`src/rtl/trsq8_intc.sv`:
```
// trsq8_intc: prioritising interrupt controller for the TRSQ8 core.
// Latches up to N_SRC sources as pending, masks them with IE and raises
// irq_op for one winner at a time through an IDLE/ASSERT/SERVICE handshake.
// Optional feature macro: TRSQ8_INTC_ROUNDROBIN_EN selects rotating priority
// (search starts after the last acknowledged id); undefined gives fixed
// priority where the lowest enabled pending index wins.
//
// Bus handshake: a transfer happens in any cycle where wr_en or rd_en is high
// and addr hits BASE_ADDR..BASE_ADDR+4; there is no wait state, read data is
// combinational in the same cycle, and write/read side effects land on the
// closing clk_ip edge.
module trsq8_intc #(
    parameter int         N_SRC     = 8,
    parameter logic [7:0] BASE_ADDR = 8'h10
) (
    input  logic             clk_ip,
    input  logic             reset,
    input  logic [7:0]       addr,
    input  logic [7:0]       data_in,
    output logic [7:0]       data_out,
    input  logic             wr_en,
    input  logic             rd_en,
    input  logic [N_SRC-1:0] src_ip,
    output logic             irq_op,
    output logic [N_SRC-1:0] active_op
);

    typedef enum logic [1:0] {
        S_IDLE    = 2'd0,
        S_ASSERT  = 2'd1,
        S_SERVICE = 2'd2
    } state_t;

    state_t           state_q, state_d;
    logic [2:0]       id_q, id_d, win_id;
    logic             win_vld;
    logic [N_SRC-1:0] ie_q, ie_d, ip_q, ip_d, mode_q, src_prev_q;
    logic [N_SRC-1:0] ip_set, ip_clr, elig, cand, id_mask;
    logic [7:0]       off, ie_ext, ip_ext, mode_ext;
    logic             sel_ie, sel_ip, sel_vec, sel_eoi, sel_mode;
    logic             vec_ack, eoi_wr;

    // Register decode relative to the block base address.
    assign off      = addr - BASE_ADDR;
    assign sel_ie   = (off == 8'd0);
    assign sel_ip   = (off == 8'd1);
    assign sel_vec  = (off == 8'd2);
    assign sel_eoi  = (off == 8'd3);
    assign sel_mode = (off == 8'd4);

    assign vec_ack = rd_en && sel_vec && (state_q == S_ASSERT);
    assign eoi_wr  = wr_en && sel_eoi && (state_q == S_SERVICE);

    // One-hot decode of the latched winner id.
    always_comb begin
        id_mask = '0;
        for (int i = 0; i < N_SRC; i++) begin
            id_mask[i] = (id_q == 3'(i));
        end
    end

    // Next IE and IP: level sources set every cycle, edge sources on 0->1;
    // a coincident set beats a W1C or acknowledge clear.
    always_comb begin
        ie_d   = (wr_en && sel_ie) ? data_in[N_SRC-1:0] : ie_q;
        ip_set = src_ip & ~(mode_q & src_prev_q);
        ip_clr = ((wr_en && sel_ip) ? data_in[N_SRC-1:0] : '0)
               | (vec_ack ? id_mask : '0);
        ip_d   = (ip_q & ~ip_clr) | ip_set;
    end

    assign elig = ip_q & ie_q;

`ifdef TRSQ8_INTC_ROUNDROBIN_EN
    logic [2:0]       ptr_q;
    logic [N_SRC-1:0] ge_mask;

    // Rotating priority: prefer candidates at or above the pointer, else wrap.
    always_comb begin
        ge_mask = '0;
        for (int i = 0; i < N_SRC; i++) begin
            ge_mask[i] = (3'(i) >= ptr_q);
        end
        cand = (|(elig & ge_mask)) ? (elig & ge_mask) : elig;
    end

    // Pointer moves past each acknowledged id.
    always_ff @(posedge clk_ip) begin
        if (reset) begin
            ptr_q <= 3'd0;
        end else if (vec_ack) begin
            ptr_q <= (id_q == 3'(N_SRC - 1)) ? 3'd0 : id_q + 3'd1;
        end
    end
`else
    assign cand = elig;
`endif

    // Lowest set index among the candidates is the winner.
    always_comb begin
        win_vld = 1'b0;
        win_id  = 3'd0;
        for (int i = N_SRC - 1; i >= 0; i--) begin
            if (cand[i]) begin
                win_vld = 1'b1;
                win_id  = 3'(i);
            end
        end
    end

    // Handshake FSM: the id is chosen only in IDLE and frozen in ASSERT.
    always_comb begin
        state_d = state_q;
        id_d    = id_q;
        case (state_q)
            S_IDLE: begin
                if (win_vld) begin
                    state_d = S_ASSERT;
                    id_d    = win_id;
                end
            end
            S_ASSERT: begin
                if (vec_ack) begin
                    state_d = S_SERVICE;
                end else if (!(|(ip_d & ie_d & id_mask))) begin
                    state_d = S_IDLE;
                end
            end
            S_SERVICE: begin
                if (eoi_wr) begin
                    state_d = S_IDLE;
                end
            end
            default: state_d = S_IDLE;
        endcase
    end

    // State, register file and registered outputs.
    always_ff @(posedge clk_ip) begin
        if (reset) begin
            state_q    <= S_IDLE;
            id_q       <= 3'd0;
            ie_q       <= '0;
            ip_q       <= '0;
            mode_q     <= '0;
            src_prev_q <= '0;
            irq_op     <= 1'b0;
            active_op  <= '0;
        end else begin
            state_q    <= state_d;
            id_q       <= id_d;
            ie_q       <= ie_d;
            ip_q       <= ip_d;
            src_prev_q <= src_ip;
            irq_op     <= (state_d == S_ASSERT);
            if (wr_en && sel_mode) begin
                mode_q <= data_in[N_SRC-1:0];
            end
            if (vec_ack) begin
                active_op <= id_mask;
            end else if (eoi_wr) begin
                active_op <= '0;
            end
        end
    end

    // Combinational read mux; unused source bits read as zero.
    always_comb begin
        ie_ext               = 8'h00;
        ip_ext               = 8'h00;
        mode_ext             = 8'h00;
        ie_ext[N_SRC-1:0]    = ie_q;
        ip_ext[N_SRC-1:0]    = ip_q;
        mode_ext[N_SRC-1:0]  = mode_q;
        data_out             = 8'h00;
        if (rd_en) begin
            if (sel_ie) begin
                data_out = ie_ext;
            end else if (sel_ip) begin
                data_out = ip_ext;
            end else if (sel_vec && (state_q == S_ASSERT)) begin
                data_out = {1'b1, 4'b0000, id_q};
            end else if (sel_mode) begin
                data_out = mode_ext;
            end
        end
    end

endmodule
```
`config.mk`:
```
export PLATFORM = sky130hd
export DESIGN_NAME = trsq8_intc
export DESIGN_NICKNAME = d
export VERILOG_FILES = /design/src/rtl/trsq8_intc.sv
export SDC_FILE = /design/constraint.sdc
export NUM_CORES = 1
export LEC_CHECK = 0
export ABC_AREA = 1
export CORE_ASPECT_RATIO = 0.8
export CORE_MARGIN = 5
export CORE_UTILIZATION = 50
export CTS_BUF_LIST = sky130_fd_sc_hd__clkbuf_2 sky130_fd_sc_hd__clkbuf_4 sky130_fd_sc_hd__clkbuf_8
export DETAILED_ROUTE_END_ITERATION = 7
export HOLD_SLACK_MARGIN = 0.08
export PLACE_DENSITY = 0.86
export SETUP_SLACK_MARGIN = 0.3
export SLEW_MARGIN = 20
export SYNTH_ARGS = -nofsm -noshare
export SYNTH_HDL_FRONTEND = slang
export SYNTH_SLANG_ARGS = --single-unit
```
`constraint.sdc`:
```
create_clock -name clk_ip -period 2.15 [get_ports clk_ip]
set_clock_uncertainty 0.2 [all_clocks]
set_input_delay 0.43 -clock clk_ip [delete_from_list [all_inputs] [get_ports clk_ip]]
set_output_delay 0.43 -clock clk_ip [all_outputs]
set_load 0.005 [all_outputs]
```
==> out/results.txt, run 1 <==
Diodes inserted: 0
Crit path kind: in2reg
Routed Antenna Nets: 0
Die area: 6310 um2
CTS Buffer Depth: 2
Leakage Power: 1.71 nW
HP Class: reg2reg
Syn avg cell area: 6.91 um2
FMAX: 403 MHz
Pwr/cell area: 423 nW/um2
Area growth, synth to finish: 69.3%
# Max-Cap Violations: 0
DRT met1 WL: 4140 um
Max Transition Viols Final: 0
DR vias: 3,424
Yosys warns: 0
Site row count: 22
RD Place Congestion: 0.923
Nets: 495
Max-slew headroom: 67.7%
Cells after Synth: 348
Status: complete, but fails checks
Clk_lat worst skew: 0.34 ns
Post-synth top area share: 38.3%
Clock-pin transition on the worst setup and hold timing paths: 0.10 ns
Worst setup SP type: primary input
Initial antenna violation count: 0
Die W: 87.5 um
Vias per cell: 6.48
First-pass DRT Iterations: 8
Worst VDD drop: 0.000349 V
Worst endpoint data arrival time: 2.53 ns
Post-Syn Nets: 376
Most frequent cells after synthesis: nand2_1 (86), dfxtp_1 (46), inv_1 (41)
Final setup margin: -0.329 ns
Post-synthesis register bit count: 46
Worst EP required: 2.20 ns
Number of global-route vias before repair: 3,108
Seq/Total Area, Yosys: 38.3%
Clk Tree Root Cell: clkbuf_8
IO buf count: 44
Met3 WL: 1860 um
Ys async rst share: 0%
I/O pin count: 45
Die Ht: 72.0 um
Drt drc: 0
CTS Buf Count: 5
TritonCTS clock tree: built
H-tree Lvls: 2
CTS Sinks: 46
Failing checks: negative setup slack
Dpl hpwl: 5540 um
Unrepaired setup endpoints after global routing: yes
Pre-CTS WS: -1.01 ns
Mean routed wirelength per cell: 23.3 um
Initial core utilization: 52.0%
Final Hold Fails: 0
Top Layer Used: met4
Synthesized area: 2400 um2
Largest net degree at the start of global routing: 47
Final setup violation count: 18
Placed cell areas: 3350 um2
Core Box Area: 4620 um2
# hold bufs at CTS: 0
Leading area contributor after synthesis: dfxtp_1
Synth area leaders: dfxtp_1 (38%), nand2_1 (13%), a21oi_1 (7.3%)
CP Max Fanout: 7
Total Routing Usage GR: 31.5%
Worst-margin pin slew: 0.480 ns
Fin crit period: 2.48 ns
1st-iter DRT viols: 708
Setup_tns: -3.64 ns
CP endpoint kind: flop
Most numerous cell in the Yosys netlist: nand2_1
Period utilization: 115%
WL met2: 5190 um
Number of synthesized flops with an enable pin: 0
Post-route cell area: 4070 um2
Primary FF master, synth: dfxtp_1
Global-route wire length before repair: 15,400 um
Total grt overflow: 0
Distinct cells, synth: 28
Layout cell share with drive strength beyond 1: 45.5%
Total length of routed wires: 12,300 um
worst max-delay path: stages:
cell and delay (ns):
buf_8 0.11, nor2_4 0.15, buf_6 0.14, buf_6 0.09, buf_6 0.09, nand2_4 0.04, nor2_4 0.13, buf_6 0.15
nand2_8 0.09, buf_6 0.16, nand2_2 0.08, o21ai_4 0.08, nor2_1 0.18, nand2_1 0.09, nand2_1 0.10, nor2_1 0.08
nand2_1 0.08, nand2_2 0.07, a21oi_2 0.17
power breakdown:
group	internal [mW]	leakage [nW]	switching, mW	total (mW)
clock	0.230	0.0441	0.363	0.592
sequential	0.872	0.377	0.0201	0.892
combinational	0.105	1.29	0.131	0.236
total	1.21	1.71	0.514	1.72
metrics by stage:
stage	hold slack, ns	util [%]	power [mW]	cells
floorplan	0.251	-	0.981	348
global placement	0.247	72.4	1.08	490
detailed placement	0.261	72.4	1.09	490
CTS	0.265	81.8	1.64	522
global route	0.314	88.0	1.75	528
finish	0.281	88.0	1.72	528
worst paths after layout:
path	start	to	slack [ns]	cells after the start
worst max-delay path	addr[0]	state_q[0]$_SDFF_PP0_	-0.33	19
worst min register to register	active_op[1]$_SDFFE_PP0P_	active_op[1]$_SDFFE_PP0P_	0.28	2
worst max register to register	id_q[2]$_SDFFE_PP0P_	state_q[0]$_SDFF_PP0_	-0.29	11
worst min-delay path	active_op[1]$_SDFFE_PP0P_	active_op[1]$_SDFFE_PP0P_	0.28	2
kinds of logic (layout without fill, tap and decap cells):
kind of cell / Yosys count / in the layout / synth area share [%]
AO/OA/AOI/OAI: 66 / 66 / 16.6
AND/OR/NAND/NOR: 178 / 179 / 34.2
flip-flops: 46 / 46 / 38.3
buffers and inverters: 58 / 177 / 10.8
per-layer routing:
layer / vias to the layer above / GRT usage (%)
met2: 387 / 51.3
met3: 140 / 6.70
met5: - / 0
met4: 0 / 16.5
li1: 1384 / -
met1: 1513 / 39.0
repair_timing:
action / 4_1_cts / 5_1_grt
endpoints found under the setup margin: 42 / 25
gates cloned: 2 / 1
setup buffers: 22 / 5
pin swaps: 28 / 17
gates resized for setup: 118 / 58
cell usage in the layout, fill, tap and decap left out, drive strengths merged, types with 4 or more instances in the layout:
| master | instances |
|---|---|
| nand2 | 95 |
| buf | 94 |
| dfxtp | 46 |
| inv | 44 |
| nor2 | 41 |
| a21oi | 35 |
| clkdlybuf4s50 | 27 |
| nand3 | 27 |
| o21ai | 14 |
| nor3 | 9 |
| nand4 | 7 |
| a221oi | 7 |
| clkbuf | 6 |
| a22oi | 4 |
| clkinv | 4 |
| a211oi | 4 |
sequential cells by signal, indices dropped and copies added (netlist names):
name	count
active_op	8
ie_ext	8
irq_op	1
src_prev_q	8
ip_ext	8
mode_ext	8
state_q	2
id_q	3
area by class of cell:
type	instances	area, um2
inverter	46	211
tap	60	75.1
clock buffer	5	68.8
sequential	46	925
fill	209	553
multi-input combinational	245	1600
timing repair buffer	123	1170
clock inverter	3	21.3
Note: power is estimated with default switching activity, not from simulation.
==> run 2: changes to the inputs <==
SLEW_MARGIN = not set   (was 20)
==> results of run 2 <==
Same layout as run 1: the final DEF is identical, and so are final timing and power.
==> patch 1, RTL diff (flow settings as in run 2) <==
`ip_q` no longer has a reset.
--- a/src/rtl/trsq8_intc.sv
+++ b/src/rtl/trsq8_intc.sv
@@ -141,7 +141,6 @@
             state_q    <= S_IDLE;
             id_q       <= 3'd0;
             ie_q       <= '0;
-            ip_q       <= '0;
             mode_q     <= '0;
             src_prev_q <= '0;
             irq_op     <= 1'b0;
@@ -150,7 +149,6 @@
             state_q    <= state_d;
             id_q       <= id_d;
             ie_q       <= ie_d;
-            ip_q       <= ip_d;
             src_prev_q <= src_ip;
             irq_op     <= (state_d == S_ASSERT);
             if (wr_en && sel_mode) begin
@@ -162,6 +160,10 @@
                 active_op <= '0;
             end
         end
+    end
+
+    always_ff @(posedge clk_ip) begin
+        ip_q <= ip_d;
     end
 
     // Combinational read mux; unused source bits read as zero.
Function: changed (a bounded check fails within 4 cycles, from zero or initial values and one cycle with reset high).
==> patch 1 against run 2 <==
The flow still finishes with violations (negative setup slack); sequential power down 2.7%; sequential cell count unchanged; via count down 5.6%; clock power up 15%; wire length down 11%; worst setup slack worse by 0.0031 ns; worst hold slack worse by 0.013 ns; cell area up 0.22%; synthesized area down 0.94%; power up 3.0%; highest routed layer unchanged.
==> patch 1: results <==
set metrics [dict create \
    n_fill_cell 205 \
    drive_above_1_share 0.4561 \
    yosysSeqAreaShare 0.3866 \
    portBuffers 44 \
    fin_ws_ns -0.3321 \
    dpl.hpwl_um 5370 \
    grt_util_met1 0.3457 \
    violations "negative setup slack" \
    grt_pass1_vias 2907 \
    maxSlewHeadroom 0.6135 \
    syn-num-nets 368 \
    antennaDiodeCount 0 \
    cts_made_buffers 5 \
    cts_root_buf "clkbuf_8" \
    cp-endpoint "data_out[7]" \
    place_inst 486 \
    grt_pass1_wl_um 13880 \
    r2r_cells 17 \
    slew_violations 0 \
    drt_iter0_drc 453 \
    startpoint "addr[5]" \
    grt_max_degree 39 \
    cp_top_family "buffers and inverters" \
    vdd_drop_max_uv 475.0 \
    post-place-ws_ns -1.072 \
    finalSetupViolations 10 \
    clk_latency_ns 0.32 \
    synth_common_cells "82 x nand2_1, 46 x dfxtp_1, 41 x inv_1, 33 x nor2_1, 27 x a21oi_1" \
    holdCritPathClass "flip-flop to flip-flop" \
    crit_slowest_cell "a22oi_2" \
    arrival_ns 1.85 \
    yosys-top-cells-area "dfxtp_1 39%, nand2_1 13%, inv_1 6.5%" \
    leakagePower_nw 1.770 \
    slowest_delay_ns 0.18 \
    reg2reg_to "irq_op$_SDFF_PP0_" \
    wl_per_cell_um 20.78 \
    grt_usage 0.2844 \
    ff2ff_setup_slack_ns -0.09 \
    layout.cells.non_filler 527 \
    grt_use_met3 0.07701 \
    status "finished, violations left" \
    postSynthCellCount 340 \
    switching_share 0.2604 \
    gp_congestion 0.9085 \
    first_pass_iters 7 \
    min-delay-start "active_op[5]$_SDFFE_PP0P_" \
    use_met2 0.4659 \
    via_per_inst 6.135 \
    r2r_start "state_q[0]$_SDFF_PP0_" \
    synthArstFlopShare 0 \
    final.setup.tns_ns -2.282 \
    path_max_fanout 6 \
]
-- patch 1: cell count changes after synthesis, moves of 2 or more --
cell      change
clkbuf_8      -2
o21ai_0       -2
buf_6         +2
nand2_2       +3
inv_2         +2
nor2_2        -4
nor2_4        +2
nand2_1       -4
nand3_1       -2
a21oi_1       -8
nor2_1        +5
-- patch 1: logic make-up (layout without fill, tap and decap cells) --
family	count (synthesis)	in the layout	synth area share
simple gates	179	180	0.3566
buf+inv	58	184	0.1071
compound gates	57	57	0.1497
flops	46	46	0.3866
-- patch 1: stage by stage --
step / area (um2) / utilization / hold WS [ns]
2_1_floorplan: 2491 / - / 0.2512
3_3_place_gp: 3338 / 0.7262 / 0.2468
3_5_place_dp: 3338 / 0.7262 / 0.2545
4_1_cts: 3779 / 0.8220 / 0.2660
5_1_grt: 4080 / 0.8876 / 0.2869
6_report: 4080 / 0.8876 / 0.2683
-- patch 1: worst min-delay path by stage --
| stage | end | slack (ns) | depth (start not counted) |
|---|---|---|---|
| finish | active_op[5]$_SDFFE_PP0P_ | 0.27 | 2 |
| global route | active_op[7]$_SDFFE_PP0P_ | 0.29 | 2 |
| CTS | active_op[0]$_SDFFE_PP0P_ | 0.27 | 2 |
| detailed placement | active_op[0]$_SDFFE_PP0P_ | 0.25 | 2 |
| global placement | active_op[2]$_SDFFE_PP0P_ | 0.25 | 2 |
| floorplan | mode_ext[0]$_SDFFE_PP0P_ | 0.25 | 2 |
-- patch 1: final cells by class --
| class | count | area (um2) | share of cell area |
|---|---|---|---|
| repair buffers | 128 | 1187 | 0.2910 |
| clock inverters | 3 | 45.04 | 0.01104 |
| well taps | 60 | 75.07 | 0.01840 |
| clock buffers | 5 | 68.82 | 0.01687 |
| repair inverters | 1 | 7.507 | 0.001840 |
| flip-flops and latches | 46 | 922.1 | 0.2260 |
| inverters | 47 | 209.0 | 0.05121 |
| multi-input cells | 237 | 1565 | 0.3836 |
-- patch 1: power by group through the flow --
| stage | clock network [W] | registers [W] | logic (W) |
|---|---|---|---|
| 6_report | 0.000679 | 0.000868 | 0.000226 |
| 5_1_grt | 0.000700 | 0.000869 | 0.000235 |
| 4_1_cts | 0.000652 | 0.000867 | 0.000193 |
| 3_5_place_dp | 0 | 0.000886 | 0.000175 |
| 3_3_place_gp | 0 | 0.000886 | 0.000171 |
| 2_1_floorplan | 0 | 0.000885 | 0.0000671 |
-- patch 1: what timing repair did --
action	4_1_cts	5_1_grt
setup buffers	19	12
hold endpoints to repair	0	0
gates cloned	2	0
setup endpoints to repair	42	24
hold buffers	0	0
pin swaps	38	25
resized for setup	124	53
-- patch 1: per-layer routing --
layer,share of wire,up-vias,routed length [um]
met5,0,-,0
met4,0.073,0,798
met3,0.13,97,1379
met2,0.44,291,4866
met1,0.36,1475,3905
li1,-,1370,-
==> patch 2, RTL diff (config.mk and constraints of run 2) <==
Made on the original files. The parameter `N_SRC` goes from 8 to 7.
--- a/src/rtl/trsq8_intc.sv
+++ b/src/rtl/trsq8_intc.sv
@@ -10,7 +10,7 @@
 // combinational in the same cycle, and write/read side effects land on the
 // closing clk_ip edge.
 module trsq8_intc #(
-    parameter int         N_SRC     = 8,
+    parameter int         N_SRC     = 7,
     parameter logic [7:0] BASE_ADDR = 8'h10
 ) (
     input  logic             clk_ip,
Ports: changed (resized active_op and src_ip); port bits go from 45 to 43. No check against the original RTL was run, so the function may have changed too.
==> patch 2 against run 2 <==
Worst setup slack got worse by 0.0045 ns; via count fell by 4.7%; largest power group unchanged; synthesized area fell by 9.4%; critical endpoint is now irq_op$_SDFF_PP0_; power fell by 7.1%; sequential cell count fell by 5; wire length fell by 8.9%; critical path type unchanged; first-iteration DRC count rose by 0.85%; cell area fell by 9.7%; the flow finishes with violations (design-rule violations, negative setup slack).
==> patch 2: results <==
set metrics [dict create \
    powerClk_w 0.000575 \
    r2r_start "id_q[0]$_SDFFE_PP0P_" \
    finalSetupViolations 9 \
    reg2reg_to "irq_op$_SDFF_PP0_" \
    violations "design-rule violations, negative setup slack" \
    grt_max_degree 25 \
    fin_ws_ns -0.3335 \
    inverters 53 \
    place_inst 464 \
    p_int_w 0.001165 \
    tightest_slew_ns 0.4000 \
    synth_common_cells "69 x nand2_1, 51 x inv_1, 41 x dfxtp_1, 39 x a21oi_1, 31 x nor2_1" \
    route.detailed.drc 39 \
    status "finished, violations left" \
    yosysSeqAreaShare 0.3766 \
    vdd_drop_max_uv 388.6 \
    min-delay-start "active_op[3]$_SDFFE_PP0P_" \
    powerSeq_w 0.000795 \
    clkbuf_count 7 \
    post_dp_cell_area_um2 3048 \
    arrival_ns 2.47 \
    final.setup.tns_ns -2.655 \
    via_per_inst 6.500 \
    wl_per_cell_um 22.35 \
    synth_compound_area_frac 0.1797 \
    core_area_um2 4204 \
    n_fill_cell 199 \
    yosys-top-cells-area "dfxtp_1 38%, nand2_1 12%, a21oi_1 9.0%" \
    num-multi-input-gates 221 \
    final_nets 471 \
]
-- patch 2: worst max-delay path, cell delays in order --
cell,delay (ns)
clkdlybuf4s15_1,0.22
inv_1,0.12
buf_4,0.14
nand2_2,0.08
nor2_4,0.17
buf_4,0.17
nand4_1,0.25
nand3_2,0.17
nand2_1,0.07
nand2_1,0.07
nand2_1,0.07
nor2_2,0.21
nand2_1,0.14
nand2_2,0.11
a21oi_2,0.06
-- patch 2: repair_timing --
item                                    4_1_cts  5_1_grt
endpoints found under the setup margin       39       28
buffers inserted                             17       12
gates resized for setup                     119       47
pin swaps                                    37       24
gates cloned                                  1        0
endpoints found under the hold margin         0        0
-- patch 2: per-layer routing --
| layer | global-route usage | wire, um | vias up |
|---|---|---|---|
| met5 | 0 | 0 | - |
| met4 | 0.1786 | 1212 | 0 |
| met3 | 0.08095 | 1654 | 150 |
| met2 | 0.5022 | 4765 | 378 |
| met1 | 0.3565 | 3589 | 1443 |
| li1 | - | - | 1292 |
